$ cat src/rtl/diagonal_writeback.sv
// Tags update_computation results with their diagonal address and writes them through one stalling port.
// Optional DIAG_WB_STATS_EN adds WriteCount/StallCount statistics outputs.
module diagonal_writeback #(
    parameter int ADDR_W = 10,
    parameter int DEPTH  = 4
) (
    input  logic              clock,
    input  logic              reset,
    input  logic              Start,
    input  logic [ADDR_W-1:0] XAddr,
    input  logic [ADDR_W-1:0] YAddr,
    output logic              StartReady,
    input  logic [47:0]       NewDiagonalX,
    input  logic [47:0]       NewDiagonalY,
    input  logic              DiagonalXDone,
    input  logic              DiagonalYDone,
    output logic              MemWrite,
    output logic              MemSel,
    output logic [ADDR_W-1:0] MemAddr,
    output logic [47:0]       MemData,
    input  logic              MemReady,
    output logic              UpdateDone,
    output logic              Error
`ifdef DIAG_WB_STATS_EN
    ,
    output logic [15:0]       WriteCount,
    output logic [15:0]       StallCount
`endif
);

    localparam int EW = 1 + ADDR_W + 48;
    localparam int PW = $clog2(DEPTH);
    localparam logic [PW:0] FULL_COUNT = (PW+1)'(DEPTH);

    typedef enum logic [1:0] {
        IDLE,
        WAIT_DONE,
        WAIT_WRITE
    } stateT;

    stateT state, stateNext;

    logic              xDonePrev, yDonePrev;
    logic              xEdge, yEdge;
    logic              gotX, gotY;
    logic [ADDR_W-1:0] xAddrReg, yAddrReg;
    logic              pendValid;
    logic [EW-1:0]     pendEntry;
    logic [EW-1:0]     fifoMem [DEPTH];
    logic [PW-1:0]     wrPtr, rdPtr;
    logic [PW:0]       count;
    logic              fifoEmpty, fifoFull;
    logic              push, pop;
    logic [EW-1:0]     pushEntry;
    logic              pendLoad, pendClear;
    logic [EW-1:0]     pendLoadEntry;
    logic              latchAddr, acceptX, acceptY, errSet;
    logic [EW-1:0]     entryX, entryY;

    assign xEdge     = DiagonalXDone & ~xDonePrev;
    assign yEdge     = DiagonalYDone & ~yDonePrev;
    assign entryX    = {1'b0, xAddrReg, NewDiagonalX};
    assign entryY    = {1'b1, yAddrReg, NewDiagonalY};
    assign fifoEmpty = (count == '0);
    assign fifoFull  = (count == FULL_COUNT);
    assign pop       = !fifoEmpty && MemReady;

    assign MemWrite  = !fifoEmpty;
    assign {MemSel, MemAddr, MemData} = fifoMem[rdPtr];

    always_comb begin
        stateNext  = state;
        StartReady = 1'b0;
        UpdateDone = 1'b0;
        latchAddr  = 1'b0;
        acceptX    = 1'b0;
        acceptY    = 1'b0;
        errSet     = 1'b0;
        unique case (state)
            IDLE: begin
                StartReady = 1'b1;
                errSet     = xEdge || yEdge;
                if (Start) begin
                    latchAddr = 1'b1;
                    stateNext = WAIT_DONE;
                end
            end
            WAIT_DONE: begin
                acceptX = xEdge && !gotX;
                acceptY = yEdge && !gotY;
                errSet  = (xEdge && gotX) || (yEdge && gotY);
                if (gotX && gotY)
                    stateNext = WAIT_WRITE;
            end
            WAIT_WRITE: begin
                // both results already taken, so any further edge is a duplicate
                errSet = xEdge || yEdge;
                if (fifoEmpty && !pendValid) begin
                    UpdateDone = 1'b1;
                    stateNext  = IDLE;
                end
            end
            default: stateNext = IDLE;
        endcase
    end

    // one FIFO push per cycle: pending first, then X, then Y
    always_comb begin
        push          = 1'b0;
        pushEntry     = entryX;
        pendLoad      = 1'b0;
        pendLoadEntry = entryY;
        pendClear     = 1'b0;
        if (pendValid) begin
            if (!fifoFull) begin
                push      = 1'b1;
                pushEntry = pendEntry;
                pendClear = 1'b1;
            end
        end else if (acceptX) begin
            if (!fifoFull) begin
                push      = 1'b1;
                pushEntry = entryX;
                if (acceptY) begin
                    pendLoad      = 1'b1;
                    pendLoadEntry = entryY;
                end
            end else begin
                pendLoad      = 1'b1;
                pendLoadEntry = entryX;
            end
        end else if (acceptY) begin
            if (!fifoFull) begin
                push      = 1'b1;
                pushEntry = entryY;
            end else begin
                pendLoad      = 1'b1;
                pendLoadEntry = entryY;
            end
        end
    end

    always_ff @(posedge clock) begin
        if (reset) begin
            state     <= IDLE;
            xDonePrev <= 1'b0;
            yDonePrev <= 1'b0;
            gotX      <= 1'b0;
            gotY      <= 1'b0;
            xAddrReg  <= '0;
            yAddrReg  <= '0;
            pendValid <= 1'b0;
            pendEntry <= '0;
            wrPtr     <= '0;
            rdPtr     <= '0;
            count     <= '0;
            Error     <= 1'b0;
            for (int i = 0; i < DEPTH; i++)
                fifoMem[i] <= '0;
        end else begin
            state     <= stateNext;
            xDonePrev <= DiagonalXDone;
            yDonePrev <= DiagonalYDone;
            if (errSet)
                Error <= 1'b1;
            if (latchAddr) begin
                xAddrReg <= XAddr;
                yAddrReg <= YAddr;
                gotX     <= 1'b0;
                gotY     <= 1'b0;
            end else begin
                if (acceptX)
                    gotX <= 1'b1;
                if (acceptY)
                    gotY <= 1'b1;
            end
            if (pendLoad) begin
                pendValid <= 1'b1;
                pendEntry <= pendLoadEntry;
            end else if (pendClear) begin
                pendValid <= 1'b0;
            end
            if (push) begin
                fifoMem[wrPtr] <= pushEntry;
                wrPtr          <= wrPtr + 1'b1;
            end
            if (pop)
                rdPtr <= rdPtr + 1'b1;
            unique case ({push, pop})
                2'b10:   count <= count + 1'b1;
                2'b01:   count <= count - 1'b1;
                default: count <= count;
            endcase
        end
    end

`ifdef DIAG_WB_STATS_EN
    always_ff @(posedge clock) begin
        if (reset) begin
            WriteCount <= '0;
            StallCount <= '0;
        end else begin
            if (pop && WriteCount != 16'hFFFF)
                WriteCount <= WriteCount + 16'd1;
            if (MemWrite && !MemReady && StallCount != 16'hFFFF)
                StallCount <= StallCount + 16'd1;
        end
    end
`endif

endmodule

$ cat config.mk
export PLATFORM = sky130hd
export DESIGN_NAME = diagonal_writeback
export DESIGN_NICKNAME = d
export VERILOG_FILES = /design/src/rtl/diagonal_writeback.sv
export SDC_FILE = /design/constraint.sdc
export NUM_CORES = 1
export LEC_CHECK = 0
export CORE_MARGIN = 4
export CORE_UTILIZATION = 50
export CTS_CLUSTER_DIAMETER = 80
export DETAILED_ROUTE_END_ITERATION = 8
export PLACE_DENSITY = 0.74
export SYNTH_ARGS = -nofsm -noshare
export SYNTH_HDL_FRONTEND = slang
export SYNTH_SLANG_ARGS = --single-unit
$ cat constraint.sdc
create_clock -name clock -period 11.67 [get_ports clock]
set_input_delay 2.334 -clock clock [delete_from_list [all_inputs] [get_ports clock]]
set_output_delay 2.334 -clock clock [all_outputs]
set_load 0.02 [all_outputs]
==> results.md <==
* Endpoints failing hold at 0
* RSZ-0062 raised after global routing: no
* Grt ovf at 0
* WL/cell at 24.4 um
* Sequential area share after synthesis at 59.4%
* Core area at 0.0298 mm2
* Max Buffers Root-to-Sink at 3
* Most common cell in the netlist: a21oi_1
* Clk_lat worst skew at 0.51 ns
* Final setup violation count at 0
* Number of CTS-inserted buffers at 34
* Main flop type after synthesis: edfxtp_1
* Vias in the first global route at 11300
* Critical-path cell list: buf_4 -> mux4_2 -> clkdlybuf4s50_1
* Kind of critical path: flop to output port
* Synth Register Bits at around 330
* HP Class: flop to flop
* Vias/cell at 6.54
* Die Wd at 182 um
* Layout area overhead at 20.5%
* Mapped Avg Cell Area at 12.6 um2
* Mapped cell area at 0.0152 mm2
* Worst stage delay on the critical path at roughly 0.77 ns
* Final worst path period share at 47.1%
* Drt first pass iters at 5
* Max_cap viols at 0
* Layout cells sized above 1 at approximately an eighth
* Placed cell area at 0.0172 mm2
* Initial Util at 50.9%
* # port buffers at 184
* Number of flops mapped to enable cells by yosys at 236
* Most frequent cells after synthesis: a21oi_1 (263), edfxtp_1 (236), dfxtp_1 (96), nor2_1 (75), clkbuf_1 (70)
* Sink Count at between 300 and 400
* Worst rel slew slack at 19.6%
* Area of the multi-input gates at 0.00570 mm2
* Total routed wirelength at 42500 um
* Utilization after layout at 61.4%
* Crit path max-delay cell type: buf_4
* Netlist cell types at between 40 and 50
* Post-synth top area cell: edfxtp_1
* Vias at 11400
* Final ANT Viol Nets at 0
* WP data arrival at 3.17 ns
* Yosys warns at 0
* Post-layout min period at 5.50 ns
* Resized cells post-CTS at 0
* Max-slew violation count at 0
* FP Rows at 63
* Required time of the critical path at approximately 9.3 ns
* Die ar. at 0.0332 mm2
* DRC Markers at 0
* Crit path max fanout at 40
* DP HPWL at 22800 um
* GPL Wtd Cong at 0.766
* Hold_buf cts at 0
* # H-tree levels at 2
* P_leak at about 6.4 nW
* Gr usage total at approximately a quarter
* Worst hold slack at 0.479 ns
* Worst VDD drop at ~110 uV
* First-pass GRT wire length at 64600 um
* Final setup TNS at 0 ns
* Power, Total at 3.22 mW
* Ant. Diodes at 0
* Clock Skew at ~0.015 ns
* CTS tree: yes
* I/O pins at between 150 and 200
* Fmax at about 180 MHz
* Die H at 182 um
* Initial DRC count at 1300
* Yosys top cell area share at 46.7%
* Clock transition at the registers of the reported paths at around 0.060 ns
* Crit. End Element: output port
* Measured slew at the worst slew-check pin at 1.21 ns
* Final Cell Area at 0.0183 mm2
* Ys async rst share at 0%
* Post-CTS Setup Bufs at 0
* Largest net degree at the start of global routing at 99
* Power Dens Cells at around 180 mW/mm2
* CP Launch Type: flop
* Status: complete, no violations
* Storage cell area at 0.00902 mm2
* Largest cells by area after synthesis: edfxtp_1 (47%), dfxtp_1 (13%), mux4_2 (8.8%)
* Fillcell total at 2361
* Clk Tree Root Cell: clkbuf_16
* Gate Count Post-Synth at 1200
* Initial antenna violation count at 0
* Final net count at 1447
* Post-Syn Nets at between 1000 and 1500
## routing by layer
layer  track usage (%)  wire length, um  vias up
li1                  -                -     4993
met5                 0                0        -
met4              7.45             1030        0
met2              41.3            20800      748
met3              4.09             4210       88
met1              33.7            16500     5536
## worst max-delay path, delay by kind of cell, from the launching register on
kind	cells	cell delay (ns)
flops	1	0.66
mux	1	0.64
buf+inv	2	1.33
## area by class of cell
class                           count  share of cell area (%)
Clock inverter                      9                   0.390
Tap cell                          390                    2.67
Sequential cell                   332                    49.3
Inverter                            6                   0.123
Clock buffer                       52                    5.47
Timing Repair Buffer              203                    10.8
Multi-Input combinational cell    746                    31.2
## registers in the layout, summed over array words and instances (netlist names), named ones only
name,cells
count,3
wrPtr,2
gotY,1
fifoMem,236
pendEntry,59
Error,1
rdPtr,2
state,2
xAddrReg,10
xDonePrev,1
yAddrReg,10
yDonePrev,1
pendValid,1
gotX,1
## through the flow
step           instances  worst slack, ns
3_3_place_gp        1677             6.10
3_5_place_dp        1677             6.03
2_1_floorplan       1200             4.00
4_1_cts             1738             6.06
5_1_grt             1738             5.94
6_report            1738             6.17
## worst paths after layout
check         startpoint             to  slack [ns]  depth (start not counted)
max                 flop    MemData[20]        6.17                          3
min          xAddrReg[7]    xAddrReg[7]        0.48                          2
max reg2reg         gotX  pendEntry[40]        8.48                          6
min reg2reg  xAddrReg[7]    xAddrReg[7]        0.48                          2
## report_power, final
part | switching, mW | leakage [nW] | total [mW] | internal [mW]
Clock | 0.438 | 0.528 | 1.05 | 0.615
Combinational | 0.411 | 2.62 | 0.751 | 0.340
Sequential | 0.0679 | 3.23 | 1.42 | 1.35
## kinds of logic (layout without fill, tap and decap cells)
family / after synthesis / count (layout) / share of synthesized area, %
AO/OA/AOI/OAI: 451 / 451 / 18.6
multiplexers: 117 / 117 / 12.6
XOR/XNOR: 4 / 4 / 0.231
AND/OR/NAND/NOR: 172 / 172 / 5.49
flip-flops: 332 / 332 / 59.4
buffers and inverters: 122 / 270 / 3.53
adder cells (fa/ha/maj): 2 / 2 / 0.214
## cells in the final DEF (no fill, tap or decap), drive strengths merged, types with 20 or more instances in the layout
cell type,count
clkdlybuf4s50,183
mux2i,58
edfxtp,236
buf,20
nand2,50
mux4,59
dfxtp,96
clkbuf,52
a221oi,59
nor2,75
o21ai,64
a21oi,263
a32oi,52
Note: power is estimated with default switching activity, not from simulation.
